<file path="config.mk">
export PLATFORM = sky130hd
export DESIGN_NAME = alu_selftest
export DESIGN_NICKNAME = d
export VERILOG_FILES = /design/src/rtl/alu_selftest.sv
export SDC_FILE = /design/constraint.sdc
export NUM_CORES = 1
export LEC_CHECK = 0
export CORE_MARGIN = 8
export CORE_UTILIZATION = 46
export CTS_CLUSTER_DIAMETER = 150
export DETAILED_ROUTE_END_ITERATION = 8
export GPL_ROUTABILITY_DRIVEN = 0
export PLACE_DENSITY = 0.81
export SYNTH_ARGS = -nofsm -noshare
export SYNTH_HDL_FRONTEND = slang
export SYNTH_SLANG_ARGS = --single-unit
</file>
<file path="constraint.sdc">
create_clock -name clk -period 3.7 [get_ports clk]
set_clock_uncertainty 0.15 [all_clocks]
set_input_delay 0.37 -clock clk [delete_from_list [all_inputs] [get_ports clk]]
set_output_delay 0.37 -clock clk [all_outputs]
set_load 0.02 [all_outputs]
</file>
<file path="src/rtl/alu_selftest.sv">
// alu_selftest: on-demand self-test sequencer for the 32-bit combinational ALU.
// Walks a fixed 20-entry vector ROM, holds each vector for SETTLE cycles,
// samples the ALU result/zero flag and reports pass, mismatch count and the
// index of the first mismatch.
//
// Parameters:
//   SETTLE       - cycles each vector is held before sampling (1..15)
//   STOP_ON_FAIL - when 1, the run ends at the first mismatching vector
// Ports:
//   clk, reset          - clock, synchronous active-high reset
//   start               - begin a run (honoured only when idle)
//   alu_a/alu_b/alu_f   - registered ALU operands and function select
//   alu_y/alu_z         - ALU result and zero flag
//   busy                - run in progress (first APPLY through DONE)
//   done                - one-cycle pulse at the end of a run
//   pass                - last completed run had zero mismatches
//   fail_count          - mismatching vectors in the last run
//   first_fail_idx      - index of first mismatch, 5'h1F when none
module alu_selftest #(
  parameter int unsigned SETTLE       = 1,
  parameter bit          STOP_ON_FAIL = 1'b0
) (
  input  logic        clk,
  input  logic        reset,
  input  logic        start,
  output logic [31:0] alu_a,
  output logic [31:0] alu_b,
  output logic [2:0]  alu_f,
  input  logic [31:0] alu_y,
  input  logic        alu_z,
  output logic        busy,
  output logic        done,
  output logic        pass,
  output logic [4:0]  fail_count,
  output logic [4:0]  first_fail_idx
);

  typedef enum logic [1:0] {
    S_IDLE,
    S_APPLY,
    S_COMPARE,
    S_DONE
  } state_t;

  typedef struct packed {
    logic [2:0]  f;
    logic [31:0] a;
    logic [31:0] b;
    logic [31:0] y;
    logic        z;
  } vec_t;

  localparam logic [3:0] LAST_CNT = 4'(SETTLE - 1);
  localparam logic [4:0] LAST_IDX = 5'd19;
  localparam logic [4:0] NO_FAIL  = 5'h1F;

  function automatic vec_t rom(input logic [4:0] i);
    case (i)
      5'd0:  return '{3'b010, 32'h0000_0000, 32'h0000_0000, 32'h0000_0000, 1'b1};
      5'd1:  return '{3'b010, 32'h0000_0001, 32'hFFFF_FFFF, 32'h0000_0000, 1'b1};
      5'd2:  return '{3'b010, 32'h0000_00FF, 32'h0000_0001, 32'h0000_0100, 1'b0};
      5'd3:  return '{3'b010, 32'hFFFF_FFFF, 32'h0000_0001, 32'h0000_0000, 1'b1};
      5'd4:  return '{3'b110, 32'h0000_0000, 32'h0000_0000, 32'h0000_0000, 1'b1};
      5'd5:  return '{3'b110, 32'h0000_0000, 32'hFFFF_FFFF, 32'h0000_0001, 1'b0};
      5'd6:  return '{3'b110, 32'h0000_0001, 32'h0000_0001, 32'h0000_0000, 1'b1};
      5'd7:  return '{3'b110, 32'h0000_0100, 32'h0000_0001, 32'h0000_00FF, 1'b0};
      5'd8:  return '{3'b111, 32'h0000_0000, 32'h0000_0000, 32'h0000_0000, 1'b1};
      5'd9:  return '{3'b111, 32'h0000_0000, 32'h0000_0001, 32'h0000_0001, 1'b0};
      5'd10: return '{3'b111, 32'h0000_0000, 32'hFFFF_FFFF, 32'h0000_0000, 1'b1};
      5'd11: return '{3'b111, 32'hFFFF_FFFF, 32'h0000_0000, 32'h0000_0001, 1'b0};
      5'd12: return '{3'b000, 32'hFFFF_FFFF, 32'hFFFF_FFFF, 32'hFFFF_FFFF, 1'b0};
      5'd13: return '{3'b000, 32'hFFFF_FFFF, 32'h1234_5678, 32'h1234_5678, 1'b0};
      5'd14: return '{3'b000, 32'h1234_5678, 32'h8765_4321, 32'h0224_4220, 1'b0};
      5'd15: return '{3'b000, 32'h0000_0000, 32'hFFFF_FFFF, 32'h0000_0000, 1'b1};
      5'd16: return '{3'b001, 32'hFFFF_FFFF, 32'hFFFF_FFFF, 32'hFFFF_FFFF, 1'b0};
      5'd17: return '{3'b001, 32'h1234_5678, 32'h8765_4321, 32'h9775_5779, 1'b0};
      5'd18: return '{3'b001, 32'h0000_0000, 32'hFFFF_FFFF, 32'hFFFF_FFFF, 1'b0};
      5'd19: return '{3'b001, 32'h0000_0000, 32'h0000_0000, 32'h0000_0000, 1'b1};
      default: return '0;
    endcase
  endfunction

  state_t     state, state_next;
  logic [4:0] idx, idx_next;
  logic [3:0] cnt, cnt_next;
  vec_t       cur;
  logic       mismatch;

  assign cur = rom(idx);
  // Case equality so an unknown ALU result is flagged rather than silently passing.
  assign mismatch = !((alu_y === cur.y) && (alu_z === cur.z));

  always_comb begin
    state_next = state;
    idx_next   = idx;
    cnt_next   = cnt;
    case (state)
      S_IDLE: begin
        if (start) begin
          state_next = S_APPLY;
          idx_next   = '0;
          cnt_next   = '0;
        end
      end
      S_APPLY: begin
        if (cnt == LAST_CNT) begin
          state_next = S_COMPARE;
          cnt_next   = '0;
        end else begin
          cnt_next = cnt + 4'd1;
        end
      end
      S_COMPARE: begin
        if (idx == LAST_IDX || (STOP_ON_FAIL && mismatch)) begin
          state_next = S_DONE;
        end else begin
          state_next = S_APPLY;
          idx_next   = idx + 5'd1;
        end
      end
      S_DONE:  state_next = S_IDLE;
      default: state_next = S_IDLE;
    endcase
  end

  // Outputs are registered from the current state, so they trail the FSM by
  // one cycle: the vector and busy appear the edge after start is accepted,
  // and done/busy-fall land one edge after the DONE state.
  always_ff @(posedge clk) begin
    if (reset) begin
      state          <= S_IDLE;
      idx            <= '0;
      cnt            <= '0;
      alu_a          <= '0;
      alu_b          <= '0;
      alu_f          <= '0;
      busy           <= 1'b0;
      done           <= 1'b0;
      pass           <= 1'b0;
      fail_count     <= '0;
      first_fail_idx <= NO_FAIL;
    end else begin
      state <= state_next;
      idx   <= idx_next;
      cnt   <= cnt_next;
      busy  <= (state != S_IDLE);
      done  <= (state == S_DONE);

      if (state == S_APPLY || state == S_COMPARE) begin
        alu_a <= cur.a;
        alu_b <= cur.b;
        alu_f <= cur.f;
      end else begin
        alu_a <= '0;
        alu_b <= '0;
        alu_f <= '0;
      end

      if (state == S_IDLE && start) begin
        fail_count     <= '0;
        first_fail_idx <= NO_FAIL;
        pass           <= 1'b0;
      end

      if (state == S_COMPARE && mismatch) begin
        fail_count <= fail_count + 5'd1;
        if (first_fail_idx == NO_FAIL) first_fail_idx <= idx;
      end

      if (state == S_DONE) pass <= (fail_count == '0);
    end
  end

endmodule

</file>
==> run metrics, run 1 <==
status finished clean; Post-Syn Area per Cell 8.758 um2; Core ar. 7214 um2; Min-Delay Path Class flip-flop to flip-flop; Synth Flop Type dfxtp_1; RSZ-0062 raised after global routing no; Wirelength per Cell 15.63 um; die area 10420 um2; Area growth, synth to finish 31.44%; GR peak layer met2; met3 Use GR 4.973%; leakage 0.001771 uW; Final Core Density 62.07%; post-cts resize count 0; first-pass GRT wire length 13570 um; mapped cell area 3407 um2; Post-Route WL 8672 um; Post-synth EDFFs 0; sequential cell area 1241 um2; slowest cell delay on critical path 480 ps; overall power 2050 uW; CTS clock-pin slew for the worst setup and hold paths 60 ps; vias in the first global route 2750; largest net degree at the start of global routing 19; Horiz. Die Dim 102.1 um; Iteration-0 DRC Markers 293; Arrival @ worst endpoint 3150 ps; fin crit period 3071 ps; register bit total from synthesis 62; most frequent cells in the layout clkdlybuf4s50_1, dfxtp_1, nand2_1, ha_1, nor2_1; WP data required 3780 ps; most common cell after layout, fill and taps aside clkdlybuf4s50_1; part of the cycle the worst path needs 83.01%; synth unique cells 58; placed instance area 4257 um2; Worst-Skew Late Latency 340 ps; Post-CTS Hold Buffers 0; antenna diode count 0; Synth Area in Compound Gates 14.36%; PwrDens 457.7 nW/um2; Longest Clk Path Bufs 2; Total Routing Usage GR 16.30%; post-DP HPWL 6665 um; max-slew violations 0; Post-CTS Setup Bufs 0; # rows 31; xor and xnor fraction of the mapped netlist area 2.314%; Finished Cell Area 4478 um2; number of buffers created by CTS 9; CP Max Fanout 16; sequential fraction of the synthesis area 36.43%; met1 Use GR 19.37%; H-tree Lvls 3; Critical Path End Type flip-flop; worst-path cell chain inv_1 -> ha_1 -> mux2i_2 -> a311o_1 -> inv_1 -> ha_1 -> nand4_1 -> o21ai_0 -> a31o_2; multiplexer share of the synthesized area 1.910%; largest family of logic cells by synthesized area simple AND/OR/NAND/NOR gates; final hold vios 0; total number of vias 2942; met2 global-route usage 26.39%; adder-cell share of the synthesized area 7.345%; Final #Nets 508; CP max-delay cell a311o_1; YS warnings 0; Pre-Repair DR Iteration Count 5; total grt overflow 0; Fillers 596; max_slew headroom 47.69%; chip height 102.1 um; initial antenna violation count 0; Crit Path Category flip-flop to flip-flop; dpl cells 540; port buffer count 115; CTS sink cnt 62; via-per-instance ratio 5.301; CP Launch Type flip-flop; setup violators final 0; Synth Area in Simple Gates 22.07%; Root Buffer Master clkbuf_8; number of max-cap violations 0; IO Count 116; Post-Route Setup TNS 0 ps; Net Count, Synth 445; Detail Route Antenna Nets 0; worst vdd ir 0.2363 mV; CTS tree yes; Post-Synthesis Cells 389; Cell Count, Final, Fillers Out 555; area of the multi-input gates 1635 um2; Max Freq 325.6 MHz; Worst-Margin Slew 783.0 ps; Initial Util 47.23%; DRC 0; Post-synth ARST share 0%; layout cells sized above 1 7.675%
-- synthesized netlist by cell type (all sizes together) (2+ instances only) --
library cell / instances / share of area [%]
ha: 20 / 7.3
a211o: 2 / 0.51
nand3: 12 / 1.8
a31oi: 2 / 0.37
xnor2: 4 / 1.0
nand2b: 6 / 1.1
a211oi: 2 / 0.44
o22ai: 2 / 0.37
o22a: 6 / 1.5
nand2: 35 / 3.9
a311o: 2 / 0.59
nand4: 11 / 2.0
nor3b: 2 / 0.44
nor3: 8 / 1.2
buf: 57 / 12
o21ai: 19 / 2.8
a22oi: 3 / 0.66
inv: 16 / 1.8
a41o: 3 / 0.88
a21oi: 13 / 2.0
or4: 9 / 2.1
xor2: 5 / 1.3
nor4: 5 / 0.92
nor2b: 5 / 0.92
nor2: 19 / 2.1
a31o: 3 / 0.77
or3b: 2 / 0.51
clkbuf: 12 / 1.3
and2: 18 / 3.3
mux2i: 5 / 1.6
dfxtp: 62 / 36
-- cell type report --
type | instances | area share (%)
Inverter | 16 | 1.341
Clock inverter | 4 | 1.565
Tap cell | 99 | 2.766
Multi-Input combinational cell | 242 | 36.52
Timing Repair Buffer | 121 | 26.71
Sequential cell | 62 | 27.72
Clock buffer | 11 | 3.381
-- final timing paths --
check           start   endpoint  depth (start not counted)  slack [ps]
max          state[0]     cur[9]                          9         630
min           cur[61]  alu_b[28]                          1         270
max reg2reg  state[0]     cur[9]                          9         630
min reg2reg   cur[61]  alu_b[28]                          1         270
-- where the power goes --
part / internal, uW / switching (uW) / leakage, uW
clock: 410 / 248 / 0.000115
combinational: 269 / 334 / 0.00115
sequential: 735 / 53.4 / 0.000502
total: 1410 / 636 / 0.00177
-- per-stage QoR --
step                hold slack, ps  setup slack, ps
CTS                          277.5            686.1
detailed placement           260.5            599.8
finish                       274.0            628.5
global placement             263.2            664.2
global route                 286.8            469.2
floorplan                    255.7            656.0
-- logic make-up after synthesis --
family	after synthesis
buffers and inverters	85
XOR/XNOR	9
flip-flops	62
AND/OR/NAND/NOR	139
multiplexers	6
AO/OA/AOI/OAI	68
adder cells (fa/ha/maj)	20
-- state kept, by name, summed over array words and instances (netlist names) --
signal,count
idx,5
first_fail_idx,5
state,2
fail_count,5
pass,1
done,1
cnt,4
busy,1
alu_b,5
cur,24
alu_a,6
alu_f,3
-- per-layer routing --
layer,share of wire (%),wire (um)
met5,0,0
met4,1.5,133
met3,10,864
met2,46,4003
met1,42,3670
-- worst max-delay path, delay by kind of cell, from the launching register on --
family                     cells  cell delay (ps)
buffers and inverters          2              290
adders and majority gates      2              670
muxes                          1              470
and+or+nand+nor                1              100
AOI/OAI and AO/OA              3              870
DFF                            1              410
Note: power is estimated with default switching activity, not from simulation.
==> run 2, diff against run 1 <==
clock period = 2.86 ns   (was 3.7 ns; I/O delays follow)
==> run metrics, run 2 (synthesis gave the netlist of run 1 again) <==
status finished clean; Post-Route Setup TNS 0 ps; number of max-cap violations 0; Longest Clk Path Bufs 2; total grt overflow 0; most frequent CP cell inv_1; post-DP HPWL 6821 um; Finished Cell Area 4693 um2; largest net degree at the start of global routing 17; Initial Util 47.23%; Min Hold Slack 268.8 ps; Root Buffer Master clkbuf_8; PwrDens 622.6 nW/um2; via-per-instance ratio 5.242; Reg power frac 34.5%; Min-Delay Path Class flip-flop to flip-flop; CTS sink cnt 62; Fillers 597; port buffer count 115; area of the multi-input gates 1659 um2; Total Routing Usage GR 16.62%; first-pass GRT wire length 13790 um; placed instance area 4378 um2; # rows 31; Cell Count, Final, Fillers Out 575; CP Launch Type flip-flop; clock share of power 34.5%; worst-path cell chain inv_1 -> ha_2 -> mux2i_4 -> buf_4 -> a311o_2 -> ha_1 -> inv_1 -> mux2i_1 -> o22a_1 -> o22ai_1; RSZ-0062 raised after global routing no; CTS clock-pin slew for the worst setup and hold paths 70 ps; max reg flops 24; CP max-delay cell a311o_2; DRC 0; vias in the first global route 2912; total number of vias 3014; die area 10420 um2; number of buffers created by CTS 9; Arrival @ worst endpoint 2780 ps; H-tree Lvls 3; Int Pwr 2054 uW; most common cell after layout, fill and taps aside clkdlybuf4s50_1; fin crit period 2671 ps; sequential cell area 1241 um2; Crit Path Category flip-flop to flip-flop; leakage 0.001891 uW; slowest cell delay on critical path 440 ps; Core ar. 7214 um2; Comb pwr share 30.9%; initial antenna violation count 0; FF-to-FF setup slack 190 ps; Critical Path End Type flip-flop; Final #Nets 527; antenna diode count 0; Max Freq 374.4 MHz; Post-Route WL 8734 um; Pre-Repair DR Iteration Count 4; layout cells sized above 1 12.39%; most frequent cells in the layout clkdlybuf4s50_1, dfxtp_1, nand2_1, buf_4; max_slew headroom 52.75%; Detail Route Antenna Nets 0; Sw Share 29.72%; CP Max Fanout 6; WP data required 2970 ps; Horiz. Die Dim 102.1 um; Worst-Skew Late Latency 340 ps; final hold vios 0; worst vdd ir 0.4522 mV; Post-CTS Hold Buffers 0; part of the cycle the worst path needs 93.38%; IO Count 116; max-slew violations 0; chip height 102.1 um; switching power 868.4 uW; setup violators final 0; Iteration-0 DRC Markers 143; Wirelength per Cell 15.19 um; Worst-Margin Slew 707.4 ps; CTS tree yes; dpl cells 555; Area growth, synth to finish 37.75%
[run 2: worst paths after layout]
check	from	endpoint	depth (start not counted)
setup reg to reg	state[0]	cur[71]	10
hold reg to reg	cur[61]	alu_b[28]	1
setup / recovery	state[0]	cur[71]	10
hold / removal	cur[61]	alu_b[28]	1
[run 2: layer usage]
| layer | track usage (%) | part of all wire [%] |
|---|---|---|
| met1 | 18.37 | 40 |
| met2 | 27.09 | 46 |
| met3 | 5.518 | 10 |
| met4 | 10.16 | 3.4 |
| met5 | 0 | 0 |
[run 2: power groups by stage]
stage	combinational (uW)	sequential [uW]	clock, uW
after floorplan	493	1070	0
final	904	1010	1010
after global routing	981	1020	1070
after detailed placement	852	1030	0
after CTS	859	1010	1030
after global placement	828	1030	0
[run 2: through the flow]
stage	utilization (%)	total power, uW	setup slack, ps
after floorplan	-	1566	38.17
after global placement	60.68	1853	-1.142
after detailed placement	60.68	1880	-74.45
after CTS	64.43	2900	46.41
after global routing	65.05	3076	19.08
final	65.05	2922	189.3
[run 2: repair_timing]
item / CTS / global route
setup endpoints to repair: 0 / 13
setup buffers: 0 / 4
gates resized for setup: 0 / 4
[run 2: final cells by class]
cell class / instances / share of cell area, %
timing repair buffer: 140 / 28.53
clock inverter: 7 / 3.119
sequential: 62 / 26.45
multi-input combinational: 242 / 35.35
tap: 99 / 2.639
clock buffer: 9 / 2.639
inverter: 16 / 1.280
[run 2: worst max-delay path, delay by kind of cell, from the launching register on]
family | cells | cell delay [ps]
fa+ha+maj | 2 | 530
compound gates | 3 | 780
flops | 1 | 420
buf+inv | 3 | 400
mux | 2 | 310
==> run 3, diff against run 2 <==
PLACE_DENSITY = 0.89   (was 0.81)
SKIP_CTS_REPAIR_TIMING = 1   (was unset)
==> run metrics, run 3 (synthesis gave the netlist of run 1 again) <==
status finished clean; hold depth 1; WP data required 3000 ps; Final #Nets 524; worst-path cell chain inv_1 -> ha_2 -> mux2i_4 -> o21ai_1 -> a21oi_4 -> inv_2 -> nor2_1 -> nand3_1 -> nand3_1; sequential cell area 1242 um2; Horiz. Die Dim 102.1 um; setup violators final 0; Initial Util 47.23%; worst setup slack after layout 143.1 ps; most common cell after layout, fill and taps aside clkdlybuf4s50_1; # rows 31; Wirelength per Cell 16.32 um; Post-Route WL 9334 um; max_slew headroom 71.54%; Area growth, synth to finish 35.70%; die area 10420 um2; IO Count 116; Critical Path End Type flip-flop; antenna diode count 0; max reg flops 24; pre-CTS setup slack -121.1 ps; Pre-Repair DR Iteration Count 5; Max Freq 368.1 MHz; placed instance area 4385 um2; max-slew violations 0; Worst-Skew Late Latency 350 ps; Iteration-0 DRC Markers 255; Longest Clk Path Bufs 2; Core ar. 7214 um2; CP Max Fanout 10; worst vdd ir 0.2722 mV; CTS clock-pin slew for the worst setup and hold paths 70 ps; Fillers 580; FF-to-FF setup slack 140 ps; via-per-instance ratio 5.355; DRC 0; largest net degree at the start of global routing 16; Hold Crit Start cur[98]; FF-to-FF End cur[73]; CTS sink cnt 62; H-tree Lvls 3; final hold vios 0; Crit Path Category flip-flop to flip-flop; Total Routing Usage GR 17.52%; chip height 102.1 um; Critical R2R Launch state[1]; Finished Cell Area 4623 um2; CP max-delay cell mux2i_4; port buffer count 115; number of max-cap violations 0; Detail Route Antenna Nets 0; CTS tree yes; number of buffers created by CTS 9; Min-Delay Path Class flip-flop to flip-flop; vias in the first global route 2971; fin crit period 2717 ps; Worst-Margin Slew 421.0 ps; first-pass GRT wire length 14460 um; leakage 0.001846 uW; Root Buffer Master clkbuf_8; area of the multi-input gates 1673 um2; total number of vias 3063; PwrDens 583.2 nW/um2; total grt overflow 0; layout cells sized above 1 12.47%; part of the cycle the worst path needs 95.00%; Hold EP alu_f[1]; most frequent cells in the layout clkdlybuf4s50_1, dfxtp_1, nand2_1, buf_4; CP Launch Type flip-flop; Arrival @ worst endpoint 2850 ps; most frequent CP cell nand3_1; post-DP HPWL 7156 um; slowest cell delay on critical path 380 ps; r2r worst-path depth 9; initial antenna violation count 0
run 3: cell count changes in the layout (fill, tap and decap cells not counted), moves of 2 or more:
cell / previous run / this run
clkinv_4: 3 / 1
clkinvlp_4: 0 / 3
bufinv_16: 4 / 1
buf_4: 25 / 22
run 3: through the flow:
| step | setup TNS (ps) | power [uW] | std cells | utilization [%] | hold WS [ps] |
|---|---|---|---|---|---|
| finish | 0 | 2696 | 572 | 64.08 | 279.5 |
| global route | -32.79 | 2834 | 572 | 64.08 | 300.0 |
| CTS | 0 | 2696 | 572 | 63.67 | 281.2 |
| detailed placement | -845.6 | 1912 | 556 | 60.79 | 260.7 |
| global placement | -202.8 | 1870 | 556 | 60.79 | 264.8 |
| floorplan | 0 | 1566 | 389 | - | 255.7 |
run 3: worst max-delay path by stage:
| stage | from | end | slack (ps) | cells past startpoint |
|---|---|---|---|---|
| global placement | alu_y[3] | fail_count[3] | -40 | 8 |
| detailed placement | alu_y[3] | fail_count[4] | -120 | 8 |
| global route | state[1] | cur[6] | -10 | 9 |
| floorplan | state[0] | cur[71] | 40 | 12 |
| CTS | state[0] | cur[63] | 40 | 9 |
| finish | state[1] | cur[73] | 140 | 9 |
run 3: critical path, delay by kind of cell (launching register included):
family / cells / cell delay [ps]
compound gates: 2 / 560
fa+ha+maj: 1 / 260
buf+inv: 2 / 300
flops: 1 / 350
mux: 1 / 380
simple gates: 3 / 640
run 3: final cells by class:
type                    count  share of cell area (%)
flip-flops and latches     62                   26.87
clock inverters             6                   1.516
inverters                  16                   1.299
clock buffers              10                   2.977
well taps                  99                   2.679
multi-input cells         242                   36.18
repair buffers            137                   28.47
run 3: routing by layer:
metal,global-route usage (%),part of all wire (%),vias to the layer above
li1,-,-,1465
met1,18.92,38,1430
met2,30.98,51,149
met3,4.700,9.0,19
met4,8.352,2.1,0
met5,0,0,-
run 3: power breakdown:
part           leakage [uW]  switching [uW]  internal [uW]
logic               0.00125             483            417
clock network     0.0000951             351            429
registers          0.000502            63.0            953
total               0.00185             897           1800
